===== config.mk =====
export PLATFORM = sky130hd
export DESIGN_NAME = serial_adder_n
export DESIGN_NICKNAME = d
export VERILOG_FILES = /design/src/rtl/serial_adder_n.sv
export SDC_FILE = /design/constraint.sdc
export NUM_CORES = 1
export LEC_CHECK = 0
export ABC_AREA = 1
export CORE_UTILIZATION = 30
export DETAILED_ROUTE_END_ITERATION = 6
export PLACE_DENSITY = 0.6
export RECOVER_POWER = 50
export SLEW_MARGIN = 15
export SYNTH_ARGS = -nofsm -noshare
export SYNTH_HDL_FRONTEND = slang
export SYNTH_SLANG_ARGS = --single-unit

===== constraint.sdc =====
create_clock -name clk -period 2.3 [get_ports clk]
set_clock_uncertainty 0.05 [all_clocks]
set_input_delay 0.23 -clock clk [delete_from_list [all_inputs] [get_ports clk]]
set_output_delay 0.23 -clock clk [all_outputs]
set_load 0.05 [all_outputs]

===== src/rtl/serial_adder_n.sv =====
// serial_adder_n: digit-serial WIDTH-bit adder/subtractor, DIGIT bits per clock.
// Ports: clk, rst_n (async, active-low), start/sub/a/b request (captured while not
// busy), busy, done (1-cycle pulse), soma (result, held), carryOut
// (no-borrow when sub=1), overflow (signed overflow, only with SERIAL_ADDER_OVF_EN).
module serial_adder_n #(
    parameter int WIDTH = 8,
    parameter int DIGIT = 1
) (
    input  logic             clk,
    input  logic             rst_n,
    input  logic             start,
    input  logic             sub,
    input  logic [WIDTH-1:0] a,
    input  logic [WIDTH-1:0] b,
    output logic             busy,
    output logic             done,
    output logic [WIDTH-1:0] soma,
    output logic             carryOut
`ifdef SERIAL_ADDER_OVF_EN
    ,
    output logic             overflow
`endif
);

    localparam int STEPS = WIDTH / DIGIT;
    localparam int CW    = $clog2(STEPS + 1);

    typedef enum logic [1:0] {
        IDLE,
        RUN,
        DONE
    } state_t;

    state_t           state;
    state_t           stateNext;
    logic [WIDTH-1:0] aReg;
    logic [WIDTH-1:0] bReg;
    logic [WIDTH-1:0] sr;
    logic             c;
    logic [CW-1:0]    cnt;

    logic [DIGIT-1:0]       sum;
    logic [DIGIT:0]         carry;
    logic [WIDTH+DIGIT-1:0] srCat;
    logic [WIDTH-1:0]       srNext;
    logic                   accept;
    logic                   last;

    // Ripple chain of full-adder cells over the low digit.
    always_comb begin
        sum      = '0;
        carry    = '0;
        carry[0] = c;
        for (int i = 0; i < DIGIT; i++) begin
            sum[i]     = aReg[i] ^ bReg[i] ^ carry[i];
            carry[i+1] = (aReg[i] & bReg[i])
                       | (carry[i] & (aReg[i] ^ bReg[i]));
        end
    end

    // Digit sums enter at the MSB end; after STEPS shifts the
    // first digit has reached bit 0.
    assign srCat  = {sum, sr};
    assign srNext = srCat[WIDTH+DIGIT-1:DIGIT];

    assign accept = start && (state == IDLE || state == DONE);
    assign last   = (state == RUN) && (cnt == CW'(STEPS - 1));

    always_comb begin
        stateNext = state;
        unique case (state)
            IDLE: if (start) stateNext = RUN;
            RUN:  if (last)  stateNext = DONE;
            DONE: stateNext = start ? RUN : IDLE;
            default: stateNext = IDLE;
        endcase
    end

    always_ff @(posedge clk or negedge rst_n) begin
        if (!rst_n) state <= IDLE;
        else        state <= stateNext;
    end

    always_ff @(posedge clk or negedge rst_n) begin
        if (!rst_n) begin
            aReg     <= '0;
            bReg     <= '0;
            sr       <= '0;
            c        <= 1'b0;
            cnt      <= '0;
            busy     <= 1'b0;
            done     <= 1'b0;
            soma     <= '0;
            carryOut <= 1'b0;
`ifdef SERIAL_ADDER_OVF_EN
            overflow <= 1'b0;
`endif
        end else begin
            done <= 1'b0;
            if (accept) begin
                // Subtract as a + ~b + 1: the +1 rides in as the first carry.
                aReg <= a;
                bReg <= sub ? ~b : b;
                c    <= sub;
                cnt  <= '0;
                busy <= 1'b1;
            end else if (state == RUN) begin
                aReg <= aReg >> DIGIT;
                bReg <= bReg >> DIGIT;
                c    <= carry[DIGIT];
                cnt  <= cnt + 1'b1;
                sr   <= srNext;
                if (last) begin
                    busy     <= 1'b0;
                    done     <= 1'b1;
                    soma     <= srNext;
                    carryOut <= carry[DIGIT];
`ifdef SERIAL_ADDER_OVF_EN
                    overflow <= carry[DIGIT] ^ carry[DIGIT-1];
`endif
                end
            end
        end
    end

endmodule


# Word-level counts from Yosys, hierarchy flattened
# Cells that the tools add are included.
[totals]
regBits = 42
output_inout_bits = 11
elab_cells = 52
[op_classes]
addsub = 1
n_eq_ne = 5
muxes = 19
bitwise = 7
reduce_logical = 10
[ops]
columns = ["operator", "n"]
rows = [
  ["two-way mux 8 bit", 5],
  ["two-way mux 1 bit", 9],
  ["two-way mux 4 bit", 2],
  ["inverter 8 bit", 1],
  ["case mux 2 bit (3 select lines)", 1],
  ["AND reduction 2 bit", 3],
  ["adder 4 x 1 -> 4 bit (second input constant)", 1],
  ["equality test 4 x 3 -> 1 bit (second input constant)", 1],
  ["two-way mux 2 bit", 2],
  ["!= test 2 bit (second input constant)", 2],
  ["nonzero test 2 bit", 2],
  ["AND reduction 3 bit", 1],
  ["AND 1 bit", 2],
  ["equality test 2 x 1 -> 1 bit (second input constant)", 1],
  ["equality test 2 bit (second input constant)", 1],
  ["logical AND 1 bit", 2],
  ["logical NOT 2 bit", 1],
  ["XOR 1 bit", 2],
  ["logical OR 1 bit", 1],
  ["inverter 1 bit", 1],
  ["OR 1 bit", 1],
]

# Longest topological paths before layout
# Gate-level depths: netlist of run 1.
[logic_depth]
depth_word = 5
depth_mapped = 8

# Least setup slack after synthesis of run 1
# Ideal clock, no wire load.
[synth_path]
path_kind = "reg2reg"
from = "register cnt[0]"
to = "register carryOut"
setup_time_ps = 118
t_arrival_ps = 1084
t_required_ps = 2132
setup_slack_ps = 1048
stages_incl_launch_ff = 8
n_path_buf = 1
period_less_slack_ps = 1252
cell_sequence = "dfrtp_1 ha_1 nand2_1 nor2_2 nand2_4 buf_6 nand2_1 nand2_1"
[synth_between]
elab_chain_len = 3
[synth_lines]
columns = ["item", "line", "source"]
rows = [
  ["from (decl)", "40", "logic [CW-1:0] cnt;"],
  ["from (signal assigned)", "111", "cnt <= cnt + 1'b1;"],
  ["equality test 4 x 3 -> 1 bit", "67", "assign last = (state == RUN) && (cnt == CW'(STEPS - 1));"],
  ["logical AND 1 bit", "67", ""],
  ["AND reduction 3 bit (no line)", "-", ""],
  ["to (signal assigned)", "117", "carryOut <= carry[DIGIT];"],
  ["to (decl)", "18", "output logic carryOut"],
]
# Every way passes these cells.
# A chain may end at the register's enable or synchronous reset.

# Worst setup path after layout of run 1
[layout_path]
from = "register carryOut"
to = "output carryOut"
# No word-level cell between the ends.

==> flow_metrics.env, run 1 <==
export IMPL_syn_area_sq_um=1900
export IMPL_internal_power_mw=1.91
export IMPL_worst_ep_arrival_time_ns=1.46
export IMPL_drtIter0Drc=79
export IMPL_gp_congestion=0.764
export IMPL_dp_hpwl_mm=2.34
export IMPL_ys_warn_count=0
export IMPL_ios=31
export IMPL_cp_required_ns=2.02
export IMPL_cap_violations=0
export IMPL_finalNonFillerCells=313
export IMPL_ys_types=27
export IMPL_final_nets=259
export IMPL_grt_pass1_wl_mm=5.98
export IMPL_wl_per_cell_um=10.9
export IMPL_combPwrFrac_pct=44.0
export IMPL_cts_reportedPaths_clkPinSlew_ns=0.08
export IMPL_place_inst=305
export IMPL_cts_buffers_inserted=5
export IMPL_period_needed_ns=1.74
export IMPL_drtAntennaViolNets=0
export IMPL_die_area_sq_um=6640
export IMPL_synth_net_count=231
export IMPL_maxSlewViolCount=0
export IMPL_ys_seq_area_share_pct=54.1
export IMPL_num_vias=1410
export IMPL_htree_levels=2
export IMPL_tritoncts="done"
export IMPL_relSlewSlack_pct=32.9
export IMPL_grt_max_degree=42
export IMPL_cts_hold_buf=0
export IMPL_vias_per_cell=4.50
export IMPL_ys_ff_latch=41
export IMPL_rows=28
export IMPL_root_buffer="clkbuf_8"
export IMPL_die_w_um=81.5
export IMPL_hold_class="in2async"
export IMPL_grt_antenna_before_repair=0
export IMPL_drive_gt1_share_pct=11.3
export IMPL_tightest_slew_ns=1.01
export IMPL_status="finished clean"
export IMPL_switching_share_pct=42.3
export IMPL_path_cells="clkdlybuf4s50_1"
export IMPL_p_sw_mw=1.40
export IMPL_io_buffers=30
export IMPL_pre_cts_ws_ns=0.698
export IMPL_critical_path_class="reg2out"
export IMPL_crit_path_start_kind="flip-flop"
export IMPL_pwr_share_seq_pct=37.7
export IMPL_cts_sinks=41
export IMPL_n_antenna_cell=0
export IMPL_layout_commonest_cell="nand2_1"
export IMPL_post_cts_resized=0
export IMPL_cts_setup_buffers=0
export IMPL_grt_overflow_total=0
export IMPL_rsz0062_at_grt="no"
export IMPL_max_freq_mhz=575
export IMPL_core_area_sq_um=5990
export IMPL_drt_pass1_iter_count=4
export IMPL_crit_family="buffers and inverters"
export IMPL_leakage_nw=1.12
export IMPL_avgSynthCellArea_sq_um=9.07
export IMPL_grtUsageTotal_pct=12.0
export IMPL_cp_max_fo=2
export IMPL_clk_path_buf_depth=2
export IMPL_drc_errors=0
export IMPL_hold_violations=0
export IMPL_ir_worst_vdd_mv=0.505
export IMPL_hold_slack_ns=0.0396
export IMPL_p_clk_share_pct=18.3
export IMPL_wirelength_mm=3.42
export IMPL_cp_end_kind="output pin"
export IMPL_grt_pass1_vias=1329
export IMPL_die_h_um=81.5
export IMPL_mostFrequentLayoutCells="68 x nand2_1, 41 x dfrtp_1, 29 x clkdlybuf4s50_1"
export IMPL_start_util_pct=31.6
export IMPL_cp_num_buf_inv=1
export IMPL_period_share_pct=75.6
export IMPL_max_stage_delay_ns=0.80
export IMPL_powerDensity_nw_per_um2=1430
export IMPL_finalSetupViolCount=0
export IMPL_final_setup_worst_slack_ns=0.560
export IMPL_setup_tns_ns=0
export IMPL_synth_cells=209
export IMPL_syn_to_final_growth_pct=22.4
export IMPL_critPathSlowestCell="clkdlybuf4s50_1"
export IMPL_clock_latency_ns=0.29
==> cell type report <==
class	instances	area (sq um)
multi-input combinational	136	698
tap	75	93.8
clock buffer	6	82.6
timing repair buffer	30	295
inverter	23	86.3
fill	623	3670
sequential	41	1030
clock inverter	2	37.5
==> kinds of logic after synthesis <==
group           synth area share, %
buf+inv                        9.04
xor+xnor                       2.77
fa+ha+maj                      1.72
simple gates                   19.3
flops                          54.1
compound gates                 13.0
==> power by group through the flow <==
stage | logic (mW) | clock network, mW | registers [mW]
2_1_floorplan | 0.888 | 0 | 1.52
4_1_cts | 1.48 | 0.617 | 1.25
3_5_place_dp | 1.47 | 0 | 1.26
3_3_place_gp | 1.46 | 0 | 1.26
6_report | 1.46 | 0.606 | 1.25
5_1_grt | 1.65 | 0.651 | 1.29
==> synth_stat cells <==
cell,instances,area (sq um)
clkbuf_2,1,5.00
fa_1,1,20.0
xnor2_1,1,8.76
a21oi_2,1,8.76
a21oi_1,5,25.0
nor2_2,1,6.26
o211ai_1,2,15.0
o22ai_1,1,6.26
o21ai_1,10,50.1
o21ai_2,7,61.3
nor3_2,1,10.0
xor2_1,5,43.8
buf_2,1,5.00
nand2_4,4,45.0
buf_8,2,30.0
buf_6,3,33.8
clkbuf_1,1,3.75
ha_1,1,12.5
inv_2,4,15.0
dfrtp_1,41,1030
inv_1,19,71.3
o21ai_0,16,80.1
buf_4,1,7.51
nand3_1,3,15.0
nor3_1,1,5.00
nor2_1,8,30.0
nand2_1,68,255
==> per-layer routing <==
metal	routed length [um]	track usage (%)
met5	0	0
met4	27	4.46
met3	150	3.56
met2	1630	19.1
met1	1610	15.2
==> state kept, by name, summed over array words and instances (netlist names) <==
register and count:
busy 1, done 1, sr 7, carryOut 1, cnt 4, soma 8
bReg 8, c 1, state 2, aReg 8
==> per-stage QoR <==
step | power [mW] | area (sq um) | util [%]
6_report | 3.31 | 2320 | 38.7
5_1_grt | 3.59 | 2320 | 38.7
4_1_cts | 3.35 | 2320 | 38.7
3_5_place_dp | 2.74 | 2200 | 36.7
3_3_place_gp | 2.72 | 2200 | 36.7
2_1_floorplan | 2.41 | 1900 | -
==> path summary, 6_finish.rpt <==
kind	startpoint	end	slack, ns	cells after the start
worst max-delay path	carryOut	carryOut	0.56	1
worst min-delay path	rst_n	soma[4]	0.04	1
worst max register to register	state[1]	carryOut	0.78	7
worst min register to register	sr[1]	soma[0]	0.43	2
max in group asynchronous	rst_n	bReg[5]	1.54	1
min in group clk	sr[1]	soma[0]	0.43	2
No activity file was read; power rests on OpenSTA's default activity.
==> inputs of run 2 (changes only) <==
- clock period: 2.3 -> 1.7 ns (I/O delays scaled with it)
==> run 2 against run 1 <==
Effect of this change:
- register-to-register slack got worse by 0.49 ns
- via count fell by 0.50%
- global-route usage about the same
- largest power group unchanged
- core utilization decreased by 0.29 points
- sequential share of layout area is 0.34 points higher
- highest routed layer unchanged
==> flow_metrics.env, run 2 (synthesized netlist as in run 1, its figures left out) <==
export IMPL_num_vias=1403
export IMPL_critical_path_class="reg2out"
export IMPL_maxSlewViolCount=0
export IMPL_layout_commonest_cell="nand2_1"
export IMPL_period_needed_ns=1.64
export IMPL_cts_hold_buf=1
export IMPL_wirelength_mm=3.54
export IMPL_drtAntennaViolNets=0
export IMPL_cap_violations=0
export IMPL_reg_top3="aReg: 8 flops, bReg: 8 flops, soma: 8 flops"
export IMPL_gp_congestion=0.710
export IMPL_die_w_um=81.5
export IMPL_max_stage_delay_ns=0.79
export IMPL_tightest_slew_ns=0.804
export IMPL_wl_per_cell_um=11.1
export IMPL_hold_slack_ns=0.404
export IMPL_htree_levels=2
export IMPL_drive_gt1_share_pct=14.4
export IMPL_path_cells="clkdlybuf4s50_1"
export IMPL_vias_per_cell=4.41
export IMPL_hold_class="in2reg"
export IMPL_cts_sinks=41
export IMPL_dpl_cell_area_sq_um=2200
export IMPL_max_freq_mhz=608
export IMPL_start_util_pct=31.6
export IMPL_final_nets=264
export IMPL_grtUsageTotal_pct=11.9
export IMPL_grt_antenna_before_repair=0
export IMPL_io_buffers=30
export IMPL_cts_reportedPaths_clkPinSlew_ns=0.09
export IMPL_finalSetupViolCount=0
export IMPL_crit_family="buffers and inverters"
export IMPL_clock_latency_ns=0.30
export IMPL_status="finished clean"
export IMPL_grt_pass1_wl_mm=5.94
export IMPL_post_cts_resized=0
export IMPL_critPathSlowestCell="clkdlybuf4s50_1"
export IMPL_grt_overflow_total=0
export IMPL_mostFrequentLayoutCells="68 x nand2_1, 41 x dfrtp_1, 19 x inv_1, 19 x clkdlybuf4s50_1, 16 x o21ai_0"
export IMPL_drc_errors=0
export IMPL_setup_tns_ns=0
export IMPL_ir_worst_vdd_mv=0.677
export IMPL_rsz0062_at_grt="no"
export IMPL_tritoncts="done"
export IMPL_core_area_sq_um=5990
export IMPL_ios=31
export IMPL_dp_hpwl_mm=2.45
export IMPL_grt_max_degree=27
export IMPL_fin_area_sq_um=2300
export IMPL_grt_pass1_vias=1310
export IMPL_n_antenna_cell=0
export IMPL_cts_buffers_inserted=5
export IMPL_cts_setup_buffers=0
export IMPL_worst_ep_arrival_time_ns=1.42
export IMPL_relSlewSlack_pct=46.4
export IMPL_die_area_sq_um=6640
export IMPL_cp_max_fo=1
export IMPL_drtIter0Drc=88
export IMPL_cp_end_kind="output pin"
export IMPL_powerDensity_nw_per_um2=1920
export IMPL_root_buffer="clkbuf_8"
export IMPL_syn_to_final_growth_pct=21.5
export IMPL_die_h_um=81.5
export IMPL_drt_pass1_iter_count=5
export IMPL_cp_num_buf_inv=1
export IMPL_crit_path_start_kind="flip-flop"
export IMPL_fill_cells=630
export IMPL_hold_violations=0
export IMPL_cp_required_ns=1.48
export IMPL_leakage_nw=1.13
export IMPL_fin_util_pct=38.4
export IMPL_power_mw=4.41
export IMPL_period_share_pct=96.7
export IMPL_rows=28
export IMPL_clk_path_buf_depth=2
-- run 2: worst paths after layout --
| path | startpoint | end | slack [ns] | cells past startpoint |
|---|---|---|---|---|
| hold reg to reg | sr[1] | soma[0] | 0.42 | 2 |
| hold / removal | a[7] | aReg[7] | 0.40 | 3 |
| min in group asynchronous | rst_n | soma[3] | 0.42 | 2 |
| max in group asynchronous | rst_n | aReg[4] | 0.31 | 3 |
| setup / recovery | done | done | 0.06 | 1 |
| setup reg to reg | state[0] | aReg[0] | 0.29 | 6 |
-- run 2: per-layer routing --
metal  global-route usage (%)  wire (um)  vias up
li1                         -          -      722
met1                     15.7       1780      648
met2                     18.9       1580       27
met3                     3.00        117        6
met4                     4.29         64        0
met5                        0          0        -
-- run 2: worst register-to-register path: cells and delay by family (launching register included) --
family	cells	cell delay, ns
compound gates	1	0.08
buf+inv	2	0.45
flops	1	0.44
simple gates	3	0.31
-- run 2: power by group --
group | switching [mW] | total (mW) | internal [mW]
registers | 0.254 | 1.68 | 1.43
clock network | 0.354 | 0.794 | 0.440
logic | 1.31 | 1.94 | 0.621
total | 1.92 | 4.41 | 2.49
-- run 2: stage by stage --
stage	std cells	setup slack [ns]
final	318	0.0563
after detailed placement	309	0.151
after global placement	309	0.174
after CTS	318	0.0390
after floorplan	209	0.448
after global routing	318	0.00186
-- run 2: area by class of cell --
class                   instances  area [sq um]  share of cell area, %
clock buffers                   5          68.8                   2.99
flip-flops and latches         41          1030                   44.6
multi-input cells             136           698                   30.3
well taps                      75          93.8                   4.08
inverters                      23          86.3                   3.75
repair buffers                 35           285                   12.4
clock inverters                 3          43.8                   1.90
==> inputs of run 3 (changes only) <==
--- a/config.mk
+++ b/config.mk
@@ -8,5 +8,6 @@
 export ABC_AREA = 1
+export CORE_MARGIN = 5
 export CORE_UTILIZATION = 30
 export DETAILED_ROUTE_END_ITERATION = 6
-export PLACE_DENSITY = 0.6
+export PLACE_DENSITY = 0.62
 export RECOVER_POWER = 50
==> constraint.sdc (replaced) <==
create_clock -name clk -period 1.35 [get_ports clk]
set_clock_uncertainty 0.05 [all_clocks]
set_input_delay 0.135 -clock clk [delete_from_list [all_inputs] [get_ports clk]]
set_output_delay 0.135 -clock clk [all_outputs]
set_load 0.1 [all_outputs]
==> run 3 against run 2 <==
Effect of this change:
- critical path depth up 2
- register-to-register slack worse by 0.23 ns
- wire length up 7.4%
- non-clock buffer count up 11
- core utilization up 2.8 points
- final cell count up 4.7%
- die area up 21%
- clock power up 26%
- setup slack better by 0.0039 ns
- flip-flop and latch count unchanged
- sequential share of layout area down 4.7 points
- critical endpoint is now sr[7]
==> flow_metrics.env, run 3 (synthesized netlist as in run 1, its figures left out) <==
export IMPL_tritoncts="done"
export IMPL_critical_path_class="reg2reg"
export IMPL_status="finished clean"
export IMPL_grt_antenna_before_repair=0
export IMPL_num_vias=1452
export IMPL_n_antenna_cell=0
export IMPL_crit_path_start_kind="flip-flop"
export IMPL_final_nets=277
export IMPL_max_freq_mhz=775
export IMPL_vias_per_cell=4.36
export IMPL_worst_ep_arrival_time_ns=1.45
export IMPL_fin_util_pct=41.2
export IMPL_place_inst=319
export IMPL_ios=31
export IMPL_grt_max_degree=26
export IMPL_tightest_slew_ns=0.426
export IMPL_syn_to_final_growth_pct=35.6
export IMPL_reg_top3="aReg: 8 flops, bReg: 8 flops, soma: 8 flops"
export IMPL_die_h_um=89.5
export IMPL_die_w_um=89.5
export IMPL_clk_path_buf_depth=2
export IMPL_cts_reportedPaths_clkPinSlew_ns=0.08
export IMPL_mostFrequentLayoutCells="67 x nand2_1, 41 x dfrtp_1, 18 x inv_1, 18 x clkdlybuf4s50_1, 16 x o21ai_0"
export IMPL_drtAntennaViolNets=0
export IMPL_wl_per_cell_um=11.4
export IMPL_core_area_sq_um=6240
export IMPL_rows=29
export IMPL_leakage_nw=1.25
export IMPL_hold_slack_ns=0.274
export IMPL_drive_gt1_share_pct=22.7
export IMPL_grt_pass1_wl_mm=6.09
export IMPL_period_share_pct=95.5
export IMPL_wirelength_mm=3.80
export IMPL_io_buffers=30
export IMPL_finalSetupViolCount=0
export IMPL_cts_sinks=41
export IMPL_clock_latency_ns=0.30
export IMPL_path_cells="fa_1 -> inv_1 -> o21ai_0"
export IMPL_powerDensity_nw_per_um2=2680
export IMPL_hold_class="in2async"
export IMPL_drc_errors=0
export IMPL_cap_violations=0
export IMPL_crit_family="adder cells"
export IMPL_cp_max_fo=2
export IMPL_drt_pass1_iter_count=4
export IMPL_gp_congestion=0.748
export IMPL_drtIter0Drc=99
export IMPL_hold_violations=0
export IMPL_critPathSlowestCell="fa_1"
export IMPL_root_buffer="clkbuf_8"
export IMPL_ff_latch_area_sq_um=1030
export IMPL_max_stage_delay_ns=0.54
export IMPL_grt_overflow_total=0
export IMPL_cts_buffers_inserted=5
export IMPL_finalNonFillerCells=333
export IMPL_grtUsageTotal_pct=9.95
export IMPL_multi_input_area_sq_um=726
export IMPL_dp_hpwl_mm=2.65
export IMPL_ir_worst_vdd_mv=1.84
export IMPL_cp_end_kind="flip-flop"
export IMPL_die_area_sq_um=8010
export IMPL_rsz0062_at_grt="yes"
export IMPL_cp_num_buf_inv=1
export IMPL_maxSlewViolCount=0
export IMPL_relSlewSlack_pct=71.6
export IMPL_fill_cells=619
export IMPL_cp_required_ns=1.51
export IMPL_period_needed_ns=1.29
export IMPL_layout_commonest_cell="nand2_1"
export IMPL_start_util_pct=30.4
export IMPL_htree_levels=2
export IMPL_grt_pass1_vias=1367
[run 3: cell count changes in the layout (fill, tap and decap cells not counted), sizes merged]
cell | previous run | this run
clkdlybuf4s50 | 19 | 18
clkbuf | 13 | 9
inv | 24 | 23
buf | 7 | 23
nand2 | 72 | 74
clkinvlp | 0 | 1
[run 3: through the flow]
| step | setup slack [ns] | power [mW] | setup TNS, ns | area (sq um) |
|---|---|---|---|---|
| finish | 0.0602 | 6.89 | 0 | 2570 |
| global route | -0.0277 | 7.38 | -0.135 | 2570 |
| CTS | 0.00394 | 6.89 | 0 | 2550 |
| detailed placement | -0.00410 | 5.87 | -0.00410 | 2430 |
| global placement | 0.0263 | 5.83 | 0 | 2430 |
| floorplan | 0.0882 | 4.64 | 0 | 1900 |
[run 3: metal layers]
metal	routed length, um	up-vias	global-route usage, %	part of all wire (%)
li1	-	745	-	-
met4	65	0	4.06	1.7
met3	199	5	3.04	5.2
met2	1760	31	15.2	46
met1	1770	671	13.1	47
met5	0	-	0	0
[run 3: worst register-to-register path, delay by kind of cell, from the launching register on]
family / cells / cell delay, ns
flip-flops: 1 / 0.40
adder cells (fa/ha/maj): 1 / 0.54
buffers and inverters: 1 / 0.06
AO/OA/AOI/OAI: 1 / 0.16
[run 3: final timing paths]
kind	startpoint	endpoint	slack [ns]	cells after the start
min in group clk	a[7]	aReg[7]	0.36	3
worst min-delay path	rst_n	aReg[2]	0.27	2
worst max-delay path	c	sr[7]	0.06	3
max in group asynchronous	rst_n	sr[7]	0.23	3
worst min register to register	sr[1]	soma[0]	0.43	2
worst max register to register	c	sr[7]	0.06	3
[run 3: what timing repair did]
action / 4_1_cts / 5_1_grt
hold endpoints to repair: 16 / 0
hold buffers: 1 / 0
endpoints found under the setup margin: 0 / 10
resized for setup: 0 / 7
buffers inserted: 0 / 3
[run 3: report_power, final]
group	switching, mW	internal (mW)	total (mW)
sequential	0.398	1.80	2.20
combinational	2.33	1.37	3.69
clock	0.444	0.553	0.997
[run 3: cell type report]
| cell class | instances | area share (%) |
|---|---|---|
| sequential | 41 | 39.9 |
| multi-input combinational | 138 | 28.2 |
| timing repair buffer | 46 | 20.2 |
| tap | 77 | 3.75 |
| inverter | 23 | 3.45 |
| clock buffer | 5 | 2.68 |
| clock inverter | 3 | 1.80 |
==> patch 1: new RTL, settings of run 2 <==
Change the parameter `WIDTH` from 8 to 4.
--- a/src/rtl/serial_adder_n.sv
+++ b/src/rtl/serial_adder_n.sv
@@ -4,5 +4,5 @@
 // (no-borrow when sub=1), overflow (signed overflow, only with SERIAL_ADDER_OVF_EN).
 module serial_adder_n #(
-    parameter int WIDTH = 8,
+    parameter int WIDTH = 4,
     parameter int DIGIT = 1
 ) (
Ports: changed (resized a, b and soma); port bits go from 31 to 19. The function was not compared with the original's and may differ.
==> patch 1 against run 2 <==
Global-route usage grew 0.43 points; core utilization grew 1.0 points; synthesized area shrank 42%; power shrank 42%; first-iteration DRC count shrank 23%; setup slack gained 270 ps; sequential cell count shrank 17; clock power shrank 50%; largest cell class unchanged; final area shrank 41%; sequential share of layout area shrank 0.37 points; register-to-register slack gained 30 ps; worst hold slack lost 31 ps; largest power group unchanged; wire length shrank 42%.
==> patch 1: results (changes against run 2) <==
[clocking]
cts_setup_buffers=0  ; unchanged
ctsResizeCount=0  ; unchanged
holdBufCountCts=0  ; was 1
clock_latency_ps=270  ; was 300 ps
root_buffer=clkbuf_8  ; unchanged
ctsLongestPathBuffers=2  ; unchanged
cts_buffers=3  ; was 5
htree_levels=1  ; was 2
path_clk_slew_ps=80

[synthesis]
async_flop_share_pct=100  ; unchanged
ys_seq_area_share_pct=54.3  ; was 54.1%
synthDistinctLibCells=16  ; was 27
synth-main-ff-cell=dfrtp_1  ; unchanged
mappedNetlistNets=143  ; was 231
synthTopCellsByCount=51 x nand2_1, 24 x dfrtp_1, 15 x inv_1  ; was 68 x nand2_1, 41 x dfrtp_1, 19 x inv_1
ys_warn_count=0  ; unchanged
synth_cells=128  ; was 209
synth_area_leaders=dfrtp_1 54%, nand2_1 17%, nand3_1 6.3%  ; was dfrtp_1 54%, nand2_1 13%, o21ai_0 4.2%

[pwr]
p_leak_nw=0.723  ; was 1.13 nW
vdd_drop_max_v=0.000388  ; was 0.000677 V
intPower_mw=1.41  ; was 2.49 mW

[global_routing]
grt_start_max_net_pins=25  ; was 27
antenna_found_initial=0  ; unchanged
overflow=0  ; unchanged
grt_pass1_vias=880  ; was 1,310
grt_util_all_layers_pct=12.3  ; was 11.9%
grt_pass1_wl_um=3710  ; was 5940 um

[place]
post_dp_cell_area_sq_um=1320  ; was 2200 sq um
finalWeightedCongestion=0.755  ; was 0.710
place_hpwl_um=1520  ; was 2450 um
dpl_worst_slack_ps=170  ; was 151 ps
place_inst=191  ; was 309
io_buffers=18  ; was 30

[final_layout]
nets=165  ; was 264
layout.cells.non_filler=195  ; was 318
drive_gt1_share_pct=13.4  ; was 14.4%
antenna_cells=0  ; unchanged
reg_top3=aReg (4), bReg (4), soma (4)  ; was aReg (8), bReg (8), soma (8)

[routing]
via_per_inst=4.35  ; was 4.41
dr.pass1.iters=4  ; was 5
routed_wl_um=2040  ; was 3540 um
drt_iter0_markers=68  ; was 88

[setup_path]
r2r_slack_ps=320  ; was 290 ps
crit_arrival_ps=1500  ; was 1420 ps
startpoint=state[1]  ; was done
crit_fanout=12  ; was 1

[min_path]
hp-class=input pin to asynchronous set/reset pin  ; was input pin to flop

[sta]
relSlewSlack_pct=60.8  ; was 46.4%
fin_ws_ps=323  ; was 56.3 ps
hold_slack_ps=372  ; was 404 ps

[run]
cap_violations=0  ; unchanged

[run_status]
outcome=complete, no violations  ; unchanged

[patch 1: power groups by stage]
stage	Combinational [mW]	Clock [mW]	Sequential, mW
after floorplan	0.685	0	1.21
after global placement	1.18	0	0.995
after detailed placement	1.22	0	1.00
after CTS	1.22	0.408	0.994
after global routing	1.33	0.433	1.03
final	1.17	0.396	0.991
[patch 1: final timing paths]
check / endpoint / cells after the start
worst max-delay path: bReg[0] / 6
worst min-delay path: done / 2
worst max register to register: bReg[0] / 6
worst min register to register: bReg[3] / 2
max in group asynchronous: aReg[2] / 2
min in group clk: aReg[3] / 3
[patch 1: cell families after synthesis]
group                    synth area share [%]
AND/OR/NAND/NOR                          28.5
flip-flops                               54.3
buffers and inverters                    7.24
AO/OA/AOI/OAI                            5.88
adder cells (fa/ha/maj)                  4.07
[patch 1: metal layers]
metal	share of wire [%]	global-route usage, %	vias up	routed length (um)
met2	43	20.8	27	889
met3	4.9	2.37	5	100
met1	49	14.3	377	996
met5	0	0	-	0
met4	2.8	7.85	0	58
li1	-	-	440	-
[patch 1: area by class of cell]
cell class / instances / area (sq um)
fill: 358 / 2080
tap: 46 / 57.6
clock buffer: 4 / 55.1
sequential: 24 / 601
inverter: 17 / 63.8
multi-input combinational: 85 / 425
timing repair buffer: 19 / 156
[patch 1: critical path, cell delays in order (launching register included)]
cell,delay (ps)
dfrtp_1,420
inv_1,120
nand2_1,240
nand2_1,230
inv_2,100
nand2_1,70
nand2_1,50
==> patch 2: new RTL, settings of run 2 <==
Without the edit above. Put one more register stage on the output `soma`, without a reset. The value now appears one clock later. The other outputs are not delayed to match. Comments in the files are not updated.
--- a/src/rtl/serial_adder_n.sv
+++ b/src/rtl/serial_adder_n.sv
@@ -31,4 +31,6 @@
         DONE
     } state_t;
+
+    logic [WIDTH-1:0] soma_s0;
 
     state_t           state;
@@ -91,5 +93,5 @@
             busy     <= 1'b0;
             done     <= 1'b0;
-            soma     <= '0;
+            soma_s0  <= '0;
             carryOut <= 1'b0;
 `ifdef SERIAL_ADDER_OVF_EN
@@ -114,5 +116,5 @@
                     busy     <= 1'b0;
                     done     <= 1'b1;
-                    soma     <= srNext;
+                    soma_s0  <= srNext;
                     carryOut <= carry[DIGIT];
 `ifdef SERIAL_ADDER_OVF_EN
@@ -124,4 +126,8 @@
     end
 
+    always_ff @(posedge clk) begin
+        soma <= soma_s0;
+    end
+
 endmodule
 
Behaviour: not the same (a bounded check fails within 10 cycles, from zero or initial values and one cycle with rst_n low).
==> patch 2 against run 2 <==
Global-route usage grew 0.19 points; power grew 6.6%; wire length grew 7.2%; the run now ends with DRC left; sequential cell count grew 8; final area grew 11%; setup slack lost 5.0 ps; synthesized area grew 7.8%.
==> patch 2: results (changes against run 2) <==
[synthesis]
ys_seq_area_share_pct=58.1  ; was 54.1%
synth_area_leaders=dfrtp_1 50%, nand2_1 19%, dfxtp_1 7.8%  ; was dfrtp_1 54%, nand2_1 13%, o21ai_0 4.2%
mappedNetlistNets=269  ; was 231
synthTopCellsByCount=105 x nand2_1, 41 x dfrtp_1, 26 x inv_1  ; was 68 x nand2_1, 41 x dfrtp_1, 19 x inv_1
synth_cells=247  ; was 209
synthDistinctLibCells=19  ; was 27

[place]
post_dp_cell_area_sq_um=2430  ; was 2200 sq um
place_inst=352  ; was 309
finalWeightedCongestion=0.710  ; about the same
place_hpwl_um=2630  ; was 2450 um
dpl_worst_slack_ps=311  ; was 151 ps

[pwr]
combinationalPowerShare_pct=40.8  ; was 43.9%
vdd_drop_max_v=0.000525  ; was 0.000677 V
p_sw_share_pct=40.4  ; was 43.6%
clk-power_mw=0.833  ; was 0.794 mW
p_switching_mw=1.90  ; was 1.92 mW

[setup_path]
crit_fanout=1  ; unchanged
r2r_start=cnt[0]  ; was state[0]
crit_path_end=done  ; unchanged
r2r-end=soma_s0[0]  ; was aReg[0]

[run_status]
outcome=complete, but fails checks  ; was complete, no violations
violations=DRC

[global_routing]
grt_pass1_vias=1509  ; was 1,310
grtUsageMet1_pct=15.4  ; was 15.7%
grt_util_all_layers_pct=12.1  ; was 11.9%
use_met3_pct=3.05  ; was 3.00%
grt_use_met2_pct=20.3  ; was 18.9%

[routing]
via_per_inst=4.33  ; was 4.41
drc_errors=3  ; was 0
dr_wl_met2_um=1720  ; was 1580 um
vias=1562  ; was 1,403
dr.pass1.iters=7  ; was 5
routed_wl_um=3790  ; was 3540 um
wl_met1_um=1870  ; was 1780 um
drt_iter0_markers=118  ; was 88

[min_path]
whs_endpoint=soma[4]  ; was aReg[7]
hp-class=flop to flop  ; was input pin to flop
holdPathStages=0  ; was 3

[clocking]
ctsLongestPathBuffers=2  ; unchanged

[final_layout]
drive_gt1_share_pct=7.75  ; was 14.4%
nets=305  ; was 264
n_fill_cell=667  ; was 630

[sta]
fin_ws_ps=51.3  ; was 56.3 ps

-- patch 2: repair_timing --
item,in CTS,in global routing
setup endpoints to repair,0,0
gates resized for setup,0,0
hold buffers,1,0
setup buffers,0,0
endpoints found under the hold margin,41,0
-- patch 2: area by class of cell --
class                           count  area (sq um)  share of cell area, %
Sequential cell                    49          1190                   46.6
Multi-Input combinational cell    160           693                   27.2
Timing Repair Buffer               39           354                   13.9
Inverter                           28           105                   4.13
Tap cell                           77          96.3                   3.78
Clock buffer                        6          72.6                   2.85
Clock inverter                      2          38.8                   1.52
-- patch 2: kinds of logic after synthesis --
| kind of cell | count (synthesis) | share of synthesized area, % |
|---|---|---|
| XOR/XNOR | 1 | 0.429 |
| adder cells (fa/ha/maj) | 2 | 1.59 |
| buffers and inverters | 38 | 8.02 |
| flip-flops | 49 | 58.1 |
| AND/OR/NAND/NOR | 132 | 25.8 |
| AO/OA/AOI/OAI | 25 | 6.12 |
